File: src/rtl/run_controller.sv
// rtl/run_controller.sv - host sequencer: preload data memory, launch CPU with timeout, stream memory window back.
// Optional define RUN_CTRL_CHECKSUM_EN enables the mod-256 sum of unloaded bytes on checksum.
module run_controller #(
  parameter int AW      = 8,
  parameter int CW      = 16,
  parameter int TIMEOUT = 4096
) (
  input  logic          clk,
  input  logic          reset,
  input  logic          start,
  input  logic [AW-1:0] load_base,
  input  logic [AW:0]   load_len,
  input  logic [AW-1:0] unload_base,
  input  logic [AW:0]   unload_len,
  input  logic          in_valid,
  input  logic [7:0]    in_data,
  output logic          in_ready,
  output logic          mem_wr_en,
  output logic [AW-1:0] mem_addr,
  output logic [7:0]    mem_wdat,
  input  logic [7:0]    mem_rdat,
  output logic          cpu_req,
  input  logic          cpu_done,
  output logic          out_valid,
  output logic [7:0]    out_data,
  input  logic          out_ready,
  output logic          busy_run,
  output logic          busy,
  output logic [CW-1:0] cycles,
  output logic          timed_out,
  output logic          finished,
  output logic [7:0]    checksum
);

  typedef enum logic [2:0] {S_IDLE, S_LOAD, S_LAUNCH, S_RUN, S_UNLOAD, S_DONE} state_t;

  localparam logic [CW-1:0] CYC_MAX = '1;
  localparam logic [CW-1:0] TMO_M1  = CW'(TIMEOUT - 1);
  localparam logic [AW:0]   LEN_ONE = (AW+1)'(1);

  state_t        state, state_nx;
  logic [AW-1:0] load_ptr, unload_ptr;
  logic [AW:0]   load_rem, unload_rem;
  logic          run_done, run_tmo;

  // A done level is ignored in the first RUN cycle (cycles still 0) so a stale halt from the last job cannot end this one.
  assign run_done = (state == S_RUN) && cpu_done && (cycles != '0);
  assign run_tmo  = (state == S_RUN) && (cycles == TMO_M1);

  always_ff @(posedge clk or posedge reset) begin
    if (reset) state <= S_IDLE;
    else       state <= state_nx;
  end

  always_comb begin
    state_nx = state;
    case (state)
      S_IDLE:   if (start) state_nx = (load_len != '0) ? S_LOAD : S_LAUNCH;
      S_LOAD:   if (in_valid && load_rem == LEN_ONE) state_nx = S_LAUNCH;
      S_LAUNCH: state_nx = S_RUN;
      S_RUN:    if (run_done || run_tmo) state_nx = (unload_rem != '0) ? S_UNLOAD : S_DONE;
      S_UNLOAD: if (out_ready && unload_rem == LEN_ONE) state_nx = S_DONE;
      S_DONE:   state_nx = S_IDLE;
      default:  state_nx = S_IDLE;
    endcase
  end

  always_comb begin
    in_ready  = 1'b0;
    mem_wr_en = 1'b0;
    mem_addr  = '0;
    mem_wdat  = '0;
    cpu_req   = 1'b0;
    out_valid = 1'b0;
    out_data  = '0;
    finished  = 1'b0;
    busy      = (state != S_IDLE);
    busy_run  = (state == S_LAUNCH) || (state == S_RUN);
    case (state)
      S_LOAD: begin
        in_ready  = 1'b1;
        mem_wr_en = in_valid;
        mem_addr  = load_ptr;
        mem_wdat  = in_data;
      end
      S_LAUNCH: cpu_req = 1'b1;
      S_UNLOAD: begin
        out_valid = 1'b1;
        mem_addr  = unload_ptr;
        out_data  = mem_rdat;
      end
      S_DONE:   finished = 1'b1;
      default:  ;
    endcase
  end

  always_ff @(posedge clk or posedge reset) begin
    if (reset) begin
      load_ptr   <= '0;
      unload_ptr <= '0;
      load_rem   <= '0;
      unload_rem <= '0;
      cycles     <= '0;
      timed_out  <= 1'b0;
    end else begin
      case (state)
        S_IDLE: if (start) begin
          load_ptr   <= load_base;
          load_rem   <= load_len;
          unload_ptr <= unload_base;
          unload_rem <= unload_len;
          cycles     <= '0;
          timed_out  <= 1'b0;
        end
        S_LOAD: if (in_valid) begin
          load_ptr <= load_ptr + 1'b1;
          load_rem <= load_rem - LEN_ONE;
        end
        S_RUN: begin
          if (cycles != CYC_MAX) cycles <= cycles + 1'b1;
          if (run_tmo && !run_done) timed_out <= 1'b1;
        end
        S_UNLOAD: if (out_ready) begin
          unload_ptr <= unload_ptr + 1'b1;
          unload_rem <= unload_rem - LEN_ONE;
        end
        default: ;
      endcase
    end
  end

`ifdef RUN_CTRL_CHECKSUM_EN
  logic [7:0] sum_q;

  always_ff @(posedge clk or posedge reset) begin
    if (reset)                              sum_q <= '0;
    else if (state == S_IDLE && start)      sum_q <= '0;
    else if (state == S_UNLOAD && out_ready) sum_q <= sum_q + mem_rdat;
  end

  assign checksum = sum_q;
`else
  assign checksum = '0;
`endif

endmodule
File: config.mk
export PLATFORM = sky130hd
export DESIGN_NAME = run_controller
export DESIGN_NICKNAME = d
export VERILOG_FILES = /design/src/rtl/run_controller.sv
export SDC_FILE = /design/constraint.sdc
export NUM_CORES = 1
export LEC_CHECK = 0
export ABC_AREA = 1
export CAP_MARGIN = 20
export CORE_ASPECT_RATIO = 0.9
export CORE_MARGIN = 5
export CORE_UTILIZATION = 52
export CTS_CLUSTER_SIZE = 40
export DETAILED_ROUTE_END_ITERATION = 7
export HOLD_SLACK_MARGIN = 0.02
export PLACE_DENSITY = 0.86
export SLEW_MARGIN = 20
export SYNTH_ARGS = -nofsm -noshare
export SYNTH_HDL_FRONTEND = slang
export SYNTH_SLANG_ARGS = --single-unit
File: constraint.sdc
create_clock -name clk -period 3.81 [get_ports clk]
set_input_delay 0.762 -clock clk [delete_from_list [all_inputs] [get_ports clk]]
set_output_delay 0.762 -clock clk [all_outputs]
set_load 0.005 [all_outputs]
== Word-level counts from Yosys, hierarchy flattened ==
Index checks and enable logic that the tools add are counted.
W data, S select, Z words.

* Add/sub/neg operators: 5
* Equal/unequal tests: 17
* Multiplexer cells: 33
* Reductions and logical operators: 22

{| class="wikitable"
|+ Operators by type and width
! cell !! count
|-
| $mux W8 || 6
|-
| $pmux W8 S2 || 3
|-
| $mux W9 || 4
|-
| $pmux W9 S2 || 2
|-
| $mux W16 || 2
|-
| $pmux W16 S2 || 1
|-
| $eq A9 B1 Y1 const B || 2
|-
| $reduce_bool A9 Y1 || 2
|-
| $sub A9 B1 Y9 const B || 2
|-
| $add A16 B1 Y16 const B || 1
|-
| $add A8 B1 Y8 const B || 2
|-
| $eq A16 B12 Y1 const B || 1
|-
| $ne A16 B16 Y1 const B || 1
|-
| $reduce_bool A16 Y1 || 1
|-
| $pmux W3 S5 || 1
|-
| $mux W3 || 4
|-
| $reduce_and A3 Y1 || 4
|-
| $ne A2 B2 Y1 const B || 5
|-
| $mux W1 || 8
|-
| $eq A3 B2 Y1 const B || 2
|-
| $eq A3 B3 Y1 const B || 2
|-
| $logic_and A1 B1 Y1 || 6
|-
| $ne A2 B1 Y1 const B || 3
|-
| $reduce_bool A2 Y1 || 3
|-
| 8 further kinds || 9
|}

* Register bits after elaboration: 54
* Input bits: 56
* Logic and storage cells: 84

== Depth between registers and ports, before layout ==
Gate-level depths: netlist of run 1.

* Depth in word-level cells: 7
* Depth in mapped cells: 11
* Depth with buffers taken out: 11

== Worst setup path after synthesis of run 1 ==
No wires, ideal clock.

* Path type: register -> output
* Start: register state[2]
* End: output mem_addr[3]
* Arrival time: 1.236 ns
* Required time: 3.048 ns
* Slack: 1.812 ns
* Stages on the path, launching flop included: 7
* Cells stage by stage: dfrtp_1 inv_1 nand3_1 buf_4 buf_4 buf_2 o22ai_1

* Cells in the longest elaborated chain, start to end: 2
* Elaborated cells between the ends (all ways): 3
* Classes of those cells: eq/ne (2); mux (1)

{| class="wikitable"
|+ Ends and longest elaborated chain
! what !! RTL line !! source
|-
| start: declaration || 41 || <nowiki>state_t state, state_nx;</nowiki>
|-
| start signal: assignment || 52 || <nowiki>else state <= state_nx;</nowiki>
|-
| $eq A3 B3 Y1 / $eq A3 B1 Y1 (equally long branches) || 79 || <nowiki>case (state)</nowiki>
|-
| $pmux W8 S2 (*) || 79 ||
|-
| end: declaration || 19 || <nowiki>output logic [AW-1:0] mem_addr,</nowiki>
|}

Mark *: on every way between the ends. The rest lies on a longest branch, timed or not.

== Worst setup path after layout of run 1 ==
* Start: register state[0]
* End: output mem_addr[0]

Same word-level chain as after synthesis.

==> flow_metrics.tcl, run 1 <==
set metrics [dict create \
    outcome "finished clean" \
    syn-cell-area_mm2 0.003875 \
    cp_cell_sequence "nor2_4, nand2_2, inv_2, nand2_1, nand2_1, clkdlybuf4s50_1" \
    post_cts_setup_buffer_count 0 \
    synthTopCellsByArea "sky130_fd_sc_hd__dfrtp_1 (35%), sky130_fd_sc_hd__nand2_1 (13%), sky130_fd_sc_hd__nor2_1 (8.8%), sky130_fd_sc_hd__o21ai_0 (6.3%), sky130_fd_sc_hd__inv_1 (6.3%)" \
    global_route.usage.total 0.2332 \
    n_antenna_cell 0 \
    clock_tree_from_tritoncts "yes" \
    finalCritPeriodShare 0.7878 \
    cpPeakStageDelay_ns 0.50 \
    setup_repair_after_global_routing_missed_its_margin "no" \
    layout.cells.non_filler 756 \
    end_kind "output pin" \
    fin_util 0.6956 \
    synth_seq_cells 54 \
    synthDistinctLibCells 39 \
    die_width_um 101.0 \
    crit_type "reg2out" \
    yosys_warnings 0 \
    synth-seq-area-share 0.3487 \
    ctsRootBufferMaster "sky130_fd_sc_hd__clkbuf_8" \
    hold_violation_count_in_the_final_report 0 \
    area_leader_netlist "sky130_fd_sc_hd__dfrtp_1" \
    grt.overflow.total 0 \
    drt_iter0_markers 246 \
    critPathLaunchType "flip-flop" \
    setup-tns-final_ns 0 \
    final_net_count 728 \
    cts_max_path_buffers 2 \
    synthesis.instances 568 \
    cp-startpoint "state[0]$_DFFE_PP0P_" \
    layout-drive-gt1-share 0.06335 \
    buffer_ports.inserted 103 \
    synth_edf_count 0 \
    place_hpwl_um 8416 \
    drcViolationCount 0 \
    timing.critical_path.arrival_ns 2.24 \
    top_level_ports 112 \
    relative_slew_slack 0.4373 \
    numCtsBuffers 5 \
    fin_skew_ns 0.007873 \
    floorplan.die_area_mm2 0.009281 \
    final-setup-viol-count 0 \
    power_density_mw_per_mm2 599.2 \
    rows 29 \
    synthFlopType "sky130_fd_sc_hd__dfrtp_1" \
    seq_power_share 0.332 \
    clk_pin_slew_ns 0.10 \
    postRouteAntennaNets 0 \
    proportion_of_total_power_due_to_net_switching 0.4711 \
    post_cts.resized_instances 0 \
    worstMarginPinSlew_ns 0.8429 \
    worst_skew_late_latency_ns 0.30 \
    max-cap-violations 0 \
    tritonroute_pass_1_iters 5 \
    maxSlewViolCount 0 \
    core_region_area_mm2 0.007148 \
    synth.cells.most_frequent "sky130_fd_sc_hd__nand2_1 (131), sky130_fd_sc_hd__nor2_1 (91), sky130_fd_sc_hd__inv_1 (65), sky130_fd_sc_hd__dfrtp_1 (54), sky130_fd_sc_hd__o21ai_0 (49)" \
    htreeDepth 2 \
    maxClockFrequency_mhz 333.2 \
    avgRoutedWirePerCell_um 14.44 \
    via_per_inst 5.370 \
    ir_worst_vdd_mv 0.2928 \
    share_clk_of_total_power 0.102 \
    path_max_fanout 21 \
    cts.sinks 54 \
    vias_in_the_first_global_route 3726 \
    cellLeakagePower_nw 2.300 \
    internal_power_w 0.001576 \
    cp_common_cell "sky130_fd_sc_hd__nand2_1" \
    power.switching_w 0.001404 \
    final_critical_delay_including_setup_and_external_delays_ns 3.001 \
    via_count 4060 \
    die-height_um 91.90 \
    synth_top_area_share 0.3487 \
    slowest_stage "sky130_fd_sc_hd__clkdlybuf4s50_1" \
    regToRegStartpoint "state[0]$_DFFE_PP0P_" \
    finalWeightedCongestion 0.9553 \
    placed_cells 749 \
    pin_count_of_the_biggest_net_entering_global_routing 41 \
    critPathRequiredTime_ns 3.05 \
    synth_async_sr_flop_share 1.000 \
    cts_hold_buffers 0 \
    post-layout-total-power_w 0.002980 \
    floorplan.initialDensity 0.5421 \
    routed_wirelength_um 10920 \
    synth.most_common_cell "sky130_fd_sc_hd__nand2_1" \
    syn_avg_cell_area_um2 6.822 \
    combinationalPowerShare 0.566 \
    areaGrowthSynthToFinish_pct 28.32 \
    hp-start "unload_ptr[7]$_DFFE_PP0P_" \
    antenna_found_initial 0 \
    hp_class "reg2reg" \
    wire_length_of_the_first_global_routing_pass_um 17900 \
]
[worst max-delay path: cells and delay by family, from the launching register on]
kind          cells  cell delay, ns
buf+inv           2            0.84
simple gates      4            0.61
flops             1            0.48
[state kept, by name, summed over array words and instances, names as in the netlist]
signal,flops
load_ptr,8
state,3
unload_ptr,8
load_rem,9
cycles,16
timed_out,1
unload_rem,9
[cells in the final DEF (no fill, tap or decap), drive strengths merged, types with 4 or more instances in the layout]
master         count
nand2            138
clkdlybuf4s50    103
nor2              95
inv               69
o21ai             64
dfrtp             54
nand3             37
a21oi             15
o22ai             10
xor2               9
nand4              9
ha                 9
conb               8
nor3               7
clkbuf             5
buf                5
xnor2              4
[layer usage]
metal | global-route usage | vias to the layer above | routed length (um)
met4 | 0.05869 | 0 | 173
li1 | - | 1996 | -
met3 | 0.03263 | 16 | 740
met5 | 0 | - | 0
met1 | 0.3259 | 1879 | 4819
met2 | 0.3810 | 169 | 5187
[cell type report]
type / count / area [um2]
Clock buffer: 5 / 68.82
Clock inverter: 2 / 10.01
Fill cell: 629 / 2176
Inverter: 69 / 261.5
Multi-Input combinational cell: 425 / 2096
Sequential cell: 54 / 1351
Tap cell: 93 / 116.4
Timing Repair Buffer: 108 / 1069
[power groups by stage]
stage | Clock (W) | Sequential (W) | Combinational [W]
CTS | 0.000309 | 0.000981 | 0.00168
global route | 0.000332 | 0.00102 | 0.00189
global placement | 0 | 0.000974 | 0.00161
finish | 0.000303 | 0.000990 | 0.00169
floorplan | 0 | 0.000940 | 0.00120
detailed placement | 0 | 0.000990 | 0.00167
[cell families (layout without fill, tap and decap cells)]
kind of cell / Yosys count / in the layout / share of synthesized area
other: 1 / 8 / 0.0009678
and+or+nand+nor: 291 / 291 / 0.3177
xor gates and xnor gates: 13 / 13 / 0.02938
buffers and inverters: 96 / 184 / 0.1172
adders and majority gates: 9 / 9 / 0.02906
DFF: 54 / 54 / 0.3487
AOI/OAI and AO/OA: 104 / 104 / 0.1569
[per-stage QoR]
| step | setup WS (ns) | hold WS [ns] | cell area [um2] |
|---|---|---|---|
| global route | 0.6633 | 0.5302 | 4972 |
| detailed placement | 1.116 | 0.4946 | 4893 |
| global placement | 1.112 | 0.4702 | 4893 |
| finish | 0.8086 | 0.5207 | 4972 |
| floorplan | 1.733 | 0.4530 | 3901 |
| CTS | 0.8226 | 0.5167 | 4972 |
[worst paths after layout]
kind | to | slack, ns | cells past startpoint
max in group asynchronous | unload_rem[4]$_DFFE_PP0P_ | 2.22 | 3
max | mem_addr[0] | 0.81 | 6
min | unload_ptr[7]$_DFFE_PP0P_ | 0.52 | 2
max reg2reg | unload_rem[6]$_DFFE_PP0P_ | 1.49 | 8
min reg2reg | unload_ptr[7]$_DFFE_PP0P_ | 0.52 | 2
min in group asynchronous | cycles[5]$_DFFE_PP0P_ | 0.94 | 2
Power figures use the tool's default switching activity.
==> run 2: changes to the inputs <==
--- a/config.mk
+++ b/config.mk
@@ -9,11 +9,11 @@
 export CAP_MARGIN = 20
 export CORE_ASPECT_RATIO = 0.9
 export CORE_MARGIN = 5
-export CORE_UTILIZATION = 52
+export CORE_UTILIZATION = 49
 export CTS_CLUSTER_SIZE = 40
 export DETAILED_ROUTE_END_ITERATION = 7
 export HOLD_SLACK_MARGIN = 0.02
-export PLACE_DENSITY = 0.86
+export PLACE_DENSITY = 0.82
 export SLEW_MARGIN = 20
 export SYNTH_ARGS = -nofsm -noshare
 export SYNTH_HDL_FRONTEND = slang
==> constraint.sdc (replaced) <==
create_clock -name clk -period 2.9 [get_ports clk]
set_input_delay 0.58 -clock clk [delete_from_list [all_inputs] [get_ports clk]]
set_output_delay 0.58 -clock clk [all_outputs]
set_load 0.005 [all_outputs]
==> run 2 against run 1 <==
First-iteration DRC count is 17% higher. Sequential power is 29% higher. Clock power grew 43%. Die area up 5.5%. Register-to-register slack got worse by 0.94 ns. Flip-flop and latch count unchanged. Critical path depth is the same. Final cell count increased by 0.79%. Hold slack worse by 0.026 ns. Non-clock buffer count is 2 higher.
==> flow_metrics.tcl, run 2 (synthesized netlist as in run 1, its figures left out) <==
set metrics [dict create \
    ir_worst_vdd_mv 0.3982 \
    wire_length_of_the_first_global_routing_pass_um 17660 \
    numCtsBuffers 5 \
    path_max_fanout 19 \
    hp_class "reg2reg" \
    critPathLaunchType "flip-flop" \
    hold-path-cell-count 2 \
    final_common_cell "sky130_fd_sc_hd__nand2_1" \
    n_antenna_cell 0 \
    floorplan.initialDensity 0.5085 \
    critPathRequiredTime_ns 2.32 \
    regMostFlops "cycles" \
    pin_count_of_the_biggest_net_entering_global_routing 55 \
    final_critical_delay_including_setup_and_external_delays_ns 2.621 \
    floorplan.die_area_mm2 0.009789 \
    cts_hold_buffers 0 \
    grt.overflow.total 0 \
    drt_iter0_markers 287 \
    post_cts.resized_instances 0 \
    ctsRootBufferMaster "sky130_fd_sc_hd__clkbuf_8" \
    setup_repair_after_global_routing_missed_its_margin "no" \
    final.setup.worst_slack_ns 0.2793 \
    finalWeightedCongestion 0.9668 \
    mostFrequentLayoutCells "sky130_fd_sc_hd__nand2_1 (131), sky130_fd_sc_hd__clkdlybuf4s50_1 (103), sky130_fd_sc_hd__nor2_1 (91)" \
    layout-drive-gt1-share 0.06607 \
    preCtsSetupSlack_ns 0.5922 \
    maxSlewViolCount 0 \
    htreeDepth 2 \
    final-setup-viol-count 0 \
    worst_skew_late_latency_ns 0.31 \
    clock_tree_from_tritoncts "yes" \
    core_region_area_mm2 0.007620 \
    cts.sinks 54 \
    final_net_count 730 \
    timing.critical_path.arrival_ns 2.04 \
    dpl-instance-area_mm2 0.004912 \
    crit_type "reg2out" \
    cellLeakagePower_nw 2.314 \
    largest_register_ffs 16 \
    rows 30 \
    avgRoutedWirePerCell_um 13.95 \
    postRouteAntennaNets 0 \
    relative_slew_slack 0.3958 \
    post_cts_setup_buffer_count 0 \
    hold_violation_count_in_the_final_report 0 \
    tritonroute_pass_1_iters 5 \
    via_count 4011 \
    antenna_found_initial 0 \
    outcome "finished clean" \
    post-route-cell-area_mm2 0.005004 \
    areaGrowthSynthToFinish_pct 29.13 \
    top_level_ports 112 \
    drcViolationCount 0 \
    cts_max_path_buffers 2 \
    clk_pin_slew_ns 0.10 \
    vias_in_the_first_global_route 3694 \
    maxClockFrequency_mhz 381.6 \
    place_hpwl_um 8238 \
    fin_skew_ns 0.01624 \
    die_width_um 103.7 \
    max-cap-violations 0 \
    setup-tns-final_ns 0 \
    global_route.usage.total 0.2136 \
    routed_wirelength_um 10630 \
    buffer_ports.inserted 103 \
    largest_registers "cycles (16), load_rem (9), unload_rem (9)" \
    die-height_um 94.37 \
    finalCritPeriodShare 0.9037 \
    via_per_inst 5.264 \
    worstMarginPinSlew_ns 0.9062 \
    worst_r2r_path_depth 8 \
    end_kind "output pin" \
    power_density_mw_per_mm2 784.9 \
]
## run 2: cell types whose count changed in the layout (fill, tap and decap cells not counted), sizes merged
cell    previous run  this run
buf                5         7
clkinv             2         1
clkbuf             5         7
## run 2: through the flow
stage / hold WS [ns] / total power, W / instances / util
3_3_place_gp: 0.4690 / 0.003407 / 754 / 0.6447
3_5_place_dp: 0.4779 / 0.003494 / 754 / 0.6447
4_1_cts: 0.5011 / 0.003939 / 762 / 0.6567
6_report: 0.4947 / 0.003927 / 762 / 0.6567
2_1_floorplan: 0.4530 / 0.002811 / 575 / -
5_1_grt: 0.5405 / 0.004313 / 762 / 0.6567
## run 2: area by class of cell
class | instances | area (um2)
fill | 660 | 2616
timing repair buffer | 110 | 1084
multi-input combinational | 425 | 2096
clock inverter | 1 | 5.005
tap | 96 | 120.1
sequential | 54 | 1351
inverter | 69 | 261.5
clock buffer | 7 | 86.33
## run 2: worst max-delay path: stages (launching register included)
cell	delay [ns]
sky130_fd_sc_hd__dfrtp_1	0.45
sky130_fd_sc_hd__inv_1	0.16
sky130_fd_sc_hd__nand3_1	0.13
sky130_fd_sc_hd__inv_2	0.27
sky130_fd_sc_hd__nand2_1	0.10
sky130_fd_sc_hd__o21ai_0	0.09
sky130_fd_sc_hd__clkdlybuf4s50_1	0.54
## run 2: where the power goes
part / leakage, nW / switching [W] / internal [W] / total, W
combinational: 1.59 / 0.00133 / 0.000881 / 0.00221
sequential: 0.680 / 0.000254 / 0.00103 / 0.00128
clock: 0.0482 / 0.000239 / 0.000193 / 0.000433
## run 2: path summary, 6_finish.rpt
| check | to | slack, ns | start |
|---|---|---|---|
| min in group asynchronous | state[1]$_DFFE_PP0P_ | 0.78 | reset |
| min reg2reg | unload_rem[5]$_DFFE_PP0P_ | 0.49 | unload_rem[5]$_DFFE_PP0P_ |
| max in group asynchronous | cycles[15]$_DFFE_PP0P_ | 1.67 | reset |
| max | mem_addr[2] | 0.28 | state[2]$_DFFE_PP0P_ |
| max reg2reg | cycles[9]$_DFFE_PP0P_ | 0.55 | cycles[0]$_DFFE_PP0P_ |
| min | unload_rem[5]$_DFFE_PP0P_ | 0.49 | unload_rem[5]$_DFFE_PP0P_ |
## run 2: routing by layer
layer | global-route usage | part of all wire | up-vias
li1 | - | - | 2007
met1 | 0.3123 | 0.47 | 1840
met2 | 0.3275 | 0.45 | 148
met3 | 0.03828 | 0.061 | 16
met4 | 0.05502 | 0.019 | 0
met5 | 0 | 0 | -
==> run 3: changes to the inputs <==
--- a/config.mk
+++ b/config.mk
@@ -8,8 +8,8 @@
 export ABC_AREA = 1
 export CAP_MARGIN = 20
 export CORE_ASPECT_RATIO = 0.9
-export CORE_MARGIN = 5
 export CORE_UTILIZATION = 49
+export CTS_CLUSTER_DIAMETER = 150
 export CTS_CLUSTER_SIZE = 40
 export DETAILED_ROUTE_END_ITERATION = 7
 export HOLD_SLACK_MARGIN = 0.02
==> run 3 against run 2 <==
Fmax shrank 4.1%. Final area grew 0.38%. Largest power group unchanged. Critical endpoint is now mem_addr[0]. Global-route usage grew 4.1 points. Count of clock-buffer cells in the layout shrank 1. First-iteration DRC count shrank 8.0%. Non-clock buffer count is the same.
==> flow_metrics.tcl, run 3 (synthesized netlist as in run 1, its figures left out) <==
set metrics [dict create \
    outcome "finished clean" \
    cpPeakStageDelay_ns 0.50 \
    largest_registers "cycles (16), load_rem (9), unload_rem (9)" \
    clk_pin_slew_ns 0.10 \
    hp_class "reg2reg" \
    worst_skew_late_latency_ns 0.31 \
    drcViolationCount 0 \
    maxSlewViolCount 0 \
    finalCritPeriodShare 0.9424 \
    avgRoutedWirePerCell_um 13.23 \
    pin_count_of_the_biggest_net_entering_global_routing 55 \
    worstMarginPinSlew_ns 0.7098 \
    setup_repair_after_global_routing_missed_its_margin "no" \
    largest_register_ffs 16 \
    tritonroute_pass_1_iters 5 \
    crit_type "reg2out" \
    wire_length_of_the_first_global_routing_pass_um 16670 \
    finalWeightedCongestion 0.9311 \
    hold_violation_count_in_the_final_report 0 \
    cp_common_cell "sky130_fd_sc_hd__nand2_1" \
    final_common_cell "sky130_fd_sc_hd__nand2_1" \
    die-height_um 86.37 \
    layout-drive-gt1-share 0.06607 \
    multi_input_comb_area_mm2 0.002096 \
    relative_slew_slack 0.5268 \
    floorplan.die_area_mm2 0.008268 \
    regMostFlops "cycles" \
    postRouteAntennaNets 0 \
    cts.sinks 54 \
    die_width_um 95.74 \
    regArea_mm2 0.001351 \
    final_critical_delay_including_setup_and_external_delays_ns 2.733 \
    final-setup-viol-count 0 \
    cts_max_path_buffers 2 \
    htreeDepth 2 \
    power_density_mw_per_mm2 795.7 \
    end_kind "output pin" \
    setup-tns-final_ns 0 \
    critPathRequiredTime_ns 2.32 \
    clock_tree_from_tritoncts "yes" \
    cts_hold_buffers 0 \
    floorplan.initialDensity 0.5111 \
    core_region_area_mm2 0.007582 \
    numCtsBuffers 5 \
    top_level_ports 112 \
    max-cap-violations 0 \
    post_cts.resized_instances 0 \
    buffer_ports.inserted 103 \
    final_net_count 730 \
    cellLeakagePower_nw 2.318 \
    routed_wirelength_um 10080 \
    holdWs_ns 0.5072 \
    timing.critical_path.arrival_ns 2.15 \
    place_hpwl_um 7476 \
    global_route.usage.total 0.2541 \
    fin_skew_ns 0.007130 \
    path_max_fanout 20 \
    maxClockFrequency_mhz 365.9 \
    via_count 4017 \
    slowest_stage "sky130_fd_sc_hd__clkdlybuf4s50_1" \
    critPathLaunchType "flip-flop" \
    fillerInstances 644 \
    antenna_found_initial 0 \
    cp_cell_sequence "nor2_4, nand2_2, inv_2, nand2_1, nand2_1, clkdlybuf4s50_1" \
    via_per_inst 5.272 \
    grt.overflow.total 0 \
    vias_in_the_first_global_route 3681 \
    ir_worst_vdd_mv 0.4581 \
    ctsRootBufferMaster "sky130_fd_sc_hd__clkbuf_8" \
    mostFrequentLayoutCells "sky130_fd_sc_hd__nand2_1 (131), sky130_fd_sc_hd__clkdlybuf4s50_1 (103), sky130_fd_sc_hd__nor2_1 (91)" \
    post_cts_setup_buffer_count 0 \
    n_antenna_cell 0 \
    rows 30 \
    areaGrowthSynthToFinish_pct 29.61 \
    drt_iter0_markers 264 \
]
run 3: path summary, 6_finish.rpt:
path	startpoint	endpoint	slack [ns]	depth (start not counted)
min in group asynchronous	reset	load_rem[6]$_DFFE_PP0P_	0.77	3
worst max register to register	state[0]$_DFFE_PP0P_	unload_rem[6]$_DFFE_PP0P_	0.51	9
worst min register to register	unload_rem[5]$_DFFE_PP0P_	unload_rem[5]$_DFFE_PP0P_	0.51	2
worst min-delay path	unload_rem[5]$_DFFE_PP0P_	unload_rem[5]$_DFFE_PP0P_	0.51	2
max in group asynchronous	reset	load_ptr[3]$_DFFE_PP0P_	1.66	3
worst max-delay path	state[0]$_DFFE_PP0P_	mem_addr[0]	0.17	6
run 3: metal layers:
layer  part of all wire  routed length (um)  GRT usage
met4              0.012                 119    0.05699
met3              0.060                 606    0.03947
met1               0.46                4674     0.3620
met5                  0                   0          0
met2               0.46                4684     0.4078
run 3: critical path: cells and delay by family (launching register included):
kind                   cells  cell delay (ns)
buffers and inverters      2             0.78
and+or+nand+nor            4             0.60
DFF                        1             0.47
run 3: final cells by class:
| cell class | count | area share |
|---|---|---|
| multi-input combinational | 425 | 0.4173 |
| sequential | 54 | 0.2691 |
| timing repair buffer | 110 | 0.2157 |
| inverter | 69 | 0.05207 |
| tap | 96 | 0.02392 |
| clock buffer | 6 | 0.01445 |
| clock inverter | 2 | 0.007474 |
run 3: where the power goes:
| group | switching (W) | leakage, nW | total (W) | internal (W) |
|---|---|---|---|---|
| clock | 0.000254 | 0.0514 | 0.000512 | 0.000258 |
| sequential | 0.000253 | 0.680 | 0.00128 | 0.00103 |
| combinational | 0.00132 | 1.59 | 0.00220 | 0.000884 |
| total | 0.00182 | 2.32 | 0.00400 | 0.00217 |
run 3: per-stage QoR:
stage / setup WS, ns / cells / total power, W / utilization / instance area (um2)
finish: 0.1669 / 762 / 0.003996 / 0.6624 / 5022
global route: 0.008741 / 762 / 0.004374 / 0.6624 / 5022
CTS: 0.1540 / 762 / 0.004005 / 0.6624 / 5022
detailed placement: 0.5151 / 754 / 0.003481 / 0.6479 / 4912
global placement: 0.5783 / 754 / 0.003398 / 0.6479 / 4912
floorplan: 1.005 / 575 / 0.002811 / - / 3901
==> edit: new RTL, settings of run 3 <==
Re-encode `state_t` (6 states) as one-hot, 6 bits wide.
--- a/src/rtl/run_controller.sv
+++ b/src/rtl/run_controller.sv
@@ -34,3 +34,3 @@
 
-  typedef enum logic [2:0] {S_IDLE, S_LOAD, S_LAUNCH, S_RUN, S_UNLOAD, S_DONE} state_t;
+  typedef enum logic [5:0] {S_IDLE = 6'b000001, S_LOAD = 6'b000010, S_LAUNCH = 6'b000100, S_RUN = 6'b001000, S_UNLOAD = 6'b010000, S_DONE = 6'b100000} state_t;
 
Formal check against the unedited RTL: no difference found for any inputs over 10 cycles, from zero or initial values and one cycle with reset high; not proved beyond that.
==> edit against run 3 <==
Final area grew 9.4%. Sequential power grew 3%. Die area grew 9.4%. Area after synthesis grew 9.6%. Combinational power shrank 5%. Wire length grew 10%. Hold slack lost 0.017 ns. Final cell count grew 14%. Power grew 2.1%. Largest power group unchanged. Clock skew grew 0.0057 ns. Setup slack lost 0.026 ns. Utilization grew 0.56 points. Sequential cell count grew 3.
==> edit: results (changes against run 3) <==
| Metric | Value |
|---|---|
| RePlAce Congestion | 0.886 (was 0.931) |
| Layout cells sized above 1 | 7.60% (was 6.61%) |
| R2R setup slack | 0.53 ns (was 0.51 ns) |
| Vias/cell | 5.13 (was 5.27) |
| Post-Syn Instances | 642 (was 568) |
| Final setup skew | 0.0128 ns (was 0.00713 ns) |
| Finished Layout Cells | 865 (was 762) |
| CTS max path bufs | 2 (unchanged) |
| DP HPWL | 8.38 mm (was 7.48 mm) |
| CP arrival | 2.18 ns (was 2.15 ns) |
| H-tree levels | 3 (was 2) |
| Hold EP | unload_rem[7] (was unload_rem[5]) |
| Filler instances | 726 (was 644) |
| Routed wire length | 11.1 mm (was 10.1 mm) |
| Cell variety after synth | 37 (was 39) |
| Layout net count | 810 (was 730) |
| Ranking of synthesized cells by area | dfrtp_1 33%, nand2_1 17%, inv_1 7.4% (was dfrtp_1 35%, nand2_1 13%, nor2_1 8.8%) |
| First-pass GRT wire length | 18.8 mm (was 16.7 mm) |
| Reg2Reg Capture Point | unload_ptr[4] (was unload_rem[6]) |
| MaxCap Viol Count | 0 (unchanged) |
| Worst-case reg-to-reg path depth | 8 (was 9) |
| Reg clk slew, reported paths | 0.06 ns (was 0.10 ns) |
| Sequential share of the synthesized area | 33.6% (was 34.9%) |
| Leakage power total | 2.70 nW (was 2.32 nW) |
| GRT Total Usage | 25.6% (was 25.4%) |
| Largest net degree at the start of global routing | 46 (was 55) |
| Vias in the first global route | 4186 (was 3681) |
| Post-synth top cells | 195 x nand2_1, 84 x inv_1, 80 x nor2_1 (was 131 x nand2_1, 91 x nor2_1, 65 x inv_1) |
| Clock Latency Late Sink | 0.35 ns (was 0.31 ns) |
| Cell count after placement | 849 (was 754) |
| Peak VDD IR | 0.355 mV (was 0.458 mV) |
| Drt initial violations | 240 (was 264) |
| Ys Warns | 0 (unchanged) |
| CTS Buf Count | 9 (was 5) |
| Hold Path Origin | unload_rem[7] (was unload_rem[5]) |
| Critical path fanouts, max | 29 (was 20) |
| FF-to-FF Start | state[1] (was state[0]) |
| Status | finished, final reports clean (unchanged) |
==> edit: cell types whose count changed in the layout (fill, tap and decap cells not counted), moves of 5 or more <==
cell	before	now
nand2_1	131	195
inv_1	64	83
o21ai_1	6	23
nand3_1	35	48
o21ai_0	49	36
a21oi_1	15	3
nor2_1	91	80
nand4_1	9	16
clkbuf_8	5	10
==> edit: worst max-delay path by stage <==
| stage | start | to | slack, ns |
|---|---|---|---|
| 2_1_floorplan | reset | cycles[0] | 0.92 |
| 3_3_place_gp | state[4] | mem_addr[6] | 0.58 |
| 3_5_place_dp | state[4] | mem_addr[3] | 0.51 |
| 4_1_cts | state[4] | mem_addr[3] | 0.13 |
| 5_1_grt | state[4] | mem_addr[3] | 0.02 |
| 6_report | state[4] | mem_addr[3] | 0.14 |
==> edit: worst max-delay path, cell delays in order (launching register included) <==
cell and delay (ns):
dfrtp_1 0.44, nor2_4 0.25, nand3_4 0.30, o22ai_1 0.29, clkdlybuf4s50_1 0.54
==> edit: routing by layer <==
metal  part of all wire, %  vias to the layer above  wire [um]  track usage (%)
met4                   1.9                        0        210             9.78
met2                    46                      151       5110             41.0
met5                     0                        -          0                0
li1                      -                     2209          -                -
met1                    47                     2054       5200             34.6
met3                   5.4                       22        600             3.79
==> edit: per-stage QoR <==
step	power (mW)	util, %	setup WS [ns]	hold slack (ns)	cell area (sq um)
2_1_floorplan	2.89	-	0.922	0.442	4270
5_1_grt	4.44	66.8	0.0177	0.494	5490
4_1_cts	4.09	66.8	0.131	0.487	5490
6_report	4.08	66.8	0.141	0.490	5490
3_3_place_gp	3.32	64.8	0.583	0.461	5330
3_5_place_dp	3.42	64.8	0.512	0.470	5330
==> edit: power breakdown <==
group	switching (mW)	internal, mW
combinational	1.35	0.755
clock	0.321	0.334
sequential	0.244	1.07
total	1.91	2.16
==> edit: area by class of cell <==
class	count	area [sq um]	area share, %
clock buffer	15	156	2.85
sequential	57	1430	26.0
clock inverter	1	5.00	0.0911
multi-input combinational	478	2330	42.4
inverter	89	337	6.13
tap	115	144	2.62
timing repair buffer	110	1100	20.0
==> edit: logic make-up (layout without fill, tap and decap cells) <==
family / after synthesis / after routing / share of synthesized area (%)
xor gates and xnor gates: 14 / 14 / 2.89
DFF: 57 / 57 / 33.6
other: 1 / 8 / 0.0883
and+or+nand+nor: 371 / 371 / 38.9
AOI/OAI and AO/OA: 76 / 76 / 9.69
adders and majority gates: 9 / 9 / 2.65
buffers and inverters: 114 / 215 / 12.2
